## config.mk

```make
export PLATFORM = sky130hd
export DESIGN_NAME = mac_rx_ctrl
export DESIGN_NICKNAME = d
export VERILOG_FILES = /design/src/rtl/mac_rx_ctrl.sv
export SDC_FILE = /design/constraint.sdc
export NUM_CORES = 1
export LEC_CHECK = 0
export ABC_AREA = 1
export ABC_CLOCK_PERIOD_IN_PS = 3800
export CAP_MARGIN = 20
export CORE_MARGIN = 3
export CORE_UTILIZATION = 60
export DETAILED_ROUTE_END_ITERATION = 7
export GPL_TIMING_DRIVEN = 0
export PLACE_DENSITY = 0.91
export SLEW_MARGIN = 30
export SYNTH_ARGS = -nofsm -noshare
export SYNTH_HDL_FRONTEND = slang
export SYNTH_SLANG_ARGS = --single-unit
export TNS_END_PERCENT = 1
```

## constraint.sdc

```tcl
create_clock -name clk -period 3.8 [get_ports clk]
set_input_delay 0.57 -clock clk [delete_from_list [all_inputs] [get_ports clk]]
set_output_delay 0.57 -clock clk [all_outputs]
set_load 0.01 [all_outputs]
```

## src/rtl/mac_rx_ctrl.sv

```systemverilog
// mac_rx_ctrl: GMII receive front end that strips the preamble, filters on destination MAC and EtherType, and streams payload to a protocol demux
//   clk, rst_n       : receive clock, synchronous active-low reset
//   gmii_rxdv/rxd    : PHY receive valid and byte
//   mode             : EtherType of the accepted frame (0800/0806), 0000 when idle
//   fs_mode/fd_mode  : frame-start to the demux / frame-done back from it
//   rxd              : payload bytes, one cycle behind gmii_rxd
//   src_mac          : source MAC of the last accepted frame
//   err              : one-cycle pulse on framing error or timeout
module mac_rx_ctrl #(
  parameter logic [47:0] MAC_ADDR = 48'h00_0A_35_01_FE_C0,
  parameter logic [15:0] TIMEOUT = 16'd4096
) (
  input  logic        clk,
  input  logic        rst_n,
  input  logic        gmii_rxdv,
  input  logic [7:0]  gmii_rxd,
  output logic [15:0] mode,
  output logic        fs_mode,
  input  logic        fd_mode,
  output logic [7:0]  rxd,
  output logic [47:0] src_mac,
  output logic        err
);
  typedef enum logic [2:0] {IDLE, PREAM, HEAD, WORK, REST, DROP} state_t;
  state_t state, state_n;
  logic [2:0]   pre_cnt;
  logic [3:0]   hdr_cnt;
  logic [103:0] hdr;
  logic [15:0]  to_cnt;
  logic [111:0] hdr_full;
  logic         hit, err_n, clr_mode;
  // hdr_full includes the byte being sampled, so the decision on header byte 13 uses the complete header
  assign hdr_full = {hdr, gmii_rxd};
  assign hit = (hdr_full[111:64] == MAC_ADDR || &hdr_full[111:64]) &&
               (hdr_full[15:0] == 16'h0800 || hdr_full[15:0] == 16'h0806);
  assign fs_mode = state == WORK;
  always_comb begin
    state_n = state;
    err_n = 1'b0;
    clr_mode = 1'b0;
    case (state)
      IDLE: if (gmii_rxdv && gmii_rxd == 8'h55) state_n = PREAM;
      PREAM:
        if (gmii_rxdv && gmii_rxd == 8'hD5) state_n = HEAD;
        else if (!gmii_rxdv || gmii_rxd != 8'h55 || pre_cnt == 3'd7) begin
          state_n = IDLE;
          err_n = 1'b1;
        end
      HEAD:
        if (!gmii_rxdv) begin
          state_n = IDLE;
          err_n = 1'b1;
        end else if (hdr_cnt == 4'd13) state_n = hit ? WORK : DROP;
      WORK:
        if (fd_mode) state_n = REST;
        else if (!gmii_rxdv && to_cnt == TIMEOUT - 16'd1) begin
          state_n = IDLE;
          err_n = 1'b1;
          clr_mode = 1'b1;
        end
      REST:
        if (!gmii_rxdv) begin
          state_n = IDLE;
          clr_mode = 1'b1;
        end
      DROP: if (!gmii_rxdv) state_n = IDLE;
      default: state_n = IDLE;
    endcase
  end
  always_ff @(posedge clk) begin
    if (!rst_n) state <= IDLE;
    else state <= state_n;
  end
  always_ff @(posedge clk) begin
    if (!rst_n) begin
      pre_cnt <= 3'd0;
      hdr_cnt <= 4'd0;
      hdr <= '0;
      to_cnt <= 16'd0;
      rxd <= 8'h00;
      mode <= 16'h0000;
      src_mac <= 48'h0;
      err <= 1'b0;
    end else begin
      err <= err_n;
      pre_cnt <= state_n == PREAM ? pre_cnt + 3'd1 : 3'd0;
      hdr_cnt <= (state == HEAD && state_n == HEAD) ? hdr_cnt + 4'd1 : 4'd0;
      hdr <= state == HEAD ? hdr_full[103:0] : hdr;
      // timeout counter runs only while WORK sees gmii_rxdv low; any valid byte restarts it
      to_cnt <= (state == WORK && state_n == WORK && !gmii_rxdv) ? to_cnt + 16'd1 : 16'd0;
      rxd <= (state == WORK && gmii_rxdv) ? gmii_rxd : 8'h00;
      if (state == HEAD && state_n == WORK) begin
        mode <= hdr_full[15:0];
        src_mac <= hdr_full[63:16];
      end else if (clr_mode) mode <= 16'h0000;
    end
  end
endmodule

```

==> flow_metrics.py <==
metrics = {
    "global_routing": {
        "grt_start_max_net_pins": 15,
        "overflow": 0,
        "grt_pass1_vias": 6703,
        "grt_pass1_wl_um": 32200,
        "grt_antenna_before_repair": 0,
        "grt.total_usage_pct": 27.0,
    },
    "sta": {
        "fin_hold_ws_ns": 0.441,
        "finalMaxSlewViolations": 0,
        "skew_ns": 0.0130,
        "fin_crit_ns": 2.93,
        "rsz0062_at_grt": "false",
        "tightestPinTransition_ns": 0.657,
        "fmax_ghz": 0.341,
        "slew_headroom_pct": 56.2,
        "fin_crit_sh_pct": 77.2,
        "finalHoldViolCount": 0,
        "tns_ns": 0,
        "setup_viol": 0,
    },
    "worst_setup_path": {
        "cp-start-kind": "input port",
        "cp-end-kind": "flip-flop",
        "critPathMaxFanout": 10,
        "criticalPathCategory": "input port to flip-flop",
        "cp.arrival_ns": 3.33,
        "worst_ep_required_time_ns": 4.19,
    },
    "place": {
        "place_congestion": 0.911,
        "dp_hpwl_um": 13300,
        "io_buffers": 85,
        "placed_cell_area_sq_um": 8780,
    },
    "layout": {
        "final_area_sq_um": 9510,
        "ff_latch_area_sq_um": 4060,
        "drive_gt1_share_pct": 6.17,
        "nets": 1105,
        "area_growth_pct": 23.3,
        "multi_input_area_sq_um": 3180,
        "antenna_cells": 0,
        "fill_cells": 808,
    },
    "logic_synthesis": {
        "avgSynthCellArea_sq_um": 7.87,
        "ys_seq_area_share_pct": 52.7,
        "yosys_warnings": 0,
        "syn-cell-area_sq_um": 7710,
        "synth_cell_type_count": 29,
        "syn_nets": 997,
        "ys_seq_elements": 203,
        "synth_top_area_share_pct": 52.7,
        "synth_top_area_cell": "dfxtp_1",
        "synth_area_leaders": "dfxtp_1, nand2_1, a21oi_1, nand4_1, nor2_1",
        "synth_cells": 980,
    },
    "run": {
        "maxCapViolations": 0,
    },
    "floorplanning": {
        "start_util_pct": 62.7,
        "dieArea_sq_um": 14300,
        "die_y_um": 119,
        "ioPinCount": 86,
        "die_width_um": 119,
        "design.core.area_sq_um": 12300,
        "rows": 40,
    },
    "routing": {
        "vias_per_cell": 5.61,
        "via_count": 7126,
        "dr.pass1.iters": 8,
        "wl_um": 19700,
        "ant_nets": 0,
        "drc": 0,
        "drt-wirelength-per-cell_um": 15.5,
        "drt_iter0_drc": 605,
    },
    "cts": {
        "cts_resized": 0,
        "cts-buffers-inserted": 21,
        "cts_tree": "built",
        "root_buffer": "clkbuf_16",
        "cts.sinks": 203,
        "cts.clk_slew.worst_paths_ns": 0.06,
        "post-cts-setup-buffer-count": 0,
        "clk_latency_ns": 0.49,
        "clockBufferDepth": 3,
        "hold_buffers": 0,
        "htree_levels": 1,
    },
    "pwr": {
        "max-vdd-ir-drop_mv": 0.387,
        "cellLeakagePower_nw": 3.28,
        "power_density_nw_per_um2": 460,
    },
    "hold_path": {
        "hold_class": "flip-flop to flip-flop",
    },
    "run_status": {
        "status": "completed",
    },
}
## where the power goes
group,leakage [nW],switching (mW),internal (mW)
clock,0.364,0.818,1.36
combinational,1.28,0.0500,0.0198
sequential,1.63,0.0000130,2.13
total,3.28,0.868,3.51
## placed cells by master (no fill, tap or decap), types with 4 or more instances in the layout
cell	instances
a21oi_1	160
buf_1	8
buf_2	11
bufinv_16	4
clkbuf_1	48
clkbuf_16	21
clkbuf_8	4
clkdlybuf4s50_1	85
clkinv_2	4
dfxtp_1	203
ha_1	5
inv_1	54
nand2_1	254
nand3_1	19
nand4_1	57
nor2_1	68
nor3_1	6
nor3b_1	8
nor3b_2	10
o21ai_0	45
xnor2_1	4
xor2_1	6
## logic make-up after synthesis
family / share of synthesized area (%)
simple gates: 25.7
compound gates: 13.6
flops: 52.7
buf+inv: 6.11
xor+xnor: 1.14
fa+ha+maj: 0.811
## cell type report
cell class / instances / area share [%]
Multi-Input combinational cell: 657 / 33.4
Clock buffer: 29 / 6.26
Sequential cell: 203 / 42.7
Timing Repair Buffer: 85 / 8.95
Tap cell: 168 / 2.21
Inverter: 56 / 2.21
Buffer: 64 / 2.75
Clock inverter: 8 / 1.47
## worst max-delay path: stages
cell and delay [ns]:
clkdlybuf4s50_1 0.55, nor4_1 0.49, nand3_1 0.18, nand2_1 0.12, nand4_2 0.40, nand3_2 0.36
nand2_1 0.23, buf_6 0.22, nor3b_2 0.21
## state kept, by name (all words and copies together), names as in the netlist
signal   count
err          1
hdr        104
hdr_cnt      4
mode        16
pre_cnt      3
rxd          8
src_mac     48
state        3
to_cnt      16
## path summary, 6_finish.rpt
| check | endpoint | slack, ns | from | depth (start not counted) |
|---|---|---|---|---|
| worst min register to register | pre_cnt[0] | 0.44 | pre_cnt[0] | 1 |
| worst max register to register | mode[7] | 0.94 | to_cnt[0] | 12 |
| worst max-delay path | mode[7] | 0.87 | gmii_rxdv | 9 |
| worst min-delay path | pre_cnt[0] | 0.44 | pre_cnt[0] | 1 |
## per-stage QoR
step                util (%)  total power [mW]  setup slack (ns)  std cells
floorplan                  -              2.21              1.85        980
global placement        71.3              2.24             0.677       1233
detailed placement      71.3              2.24             0.582       1233
CTS                     77.3              4.38             0.994       1270
global route            77.3              4.48             0.786       1270
finish                  77.3              4.38             0.866       1270
## metal layers
layer  global-route usage (%)  up-vias  part of all wire [%]
met2                     44.1      299                    47
met3                     5.41       52                   8.8
met5                        0        -                     0
met4                     9.52        0                   3.2
met1                     35.6     3316                    41
li1                         -     3459                     -
## cells in the mapped netlist, drive strengths merged
cell	n
a22oi	1
buf	20
clkbuf	44
xor2	6
nor3	8
dfxtp	203
xnor2	4
nand3b	1
ha	5
nand3	20
nand2	255
nor3b	18
or2	2
inv	56
a21oi	160
o21ai	45
nor4	2
o311ai	1
nand4	59
nor2	70
No activity file was read; power rests on OpenSTA's default activity.
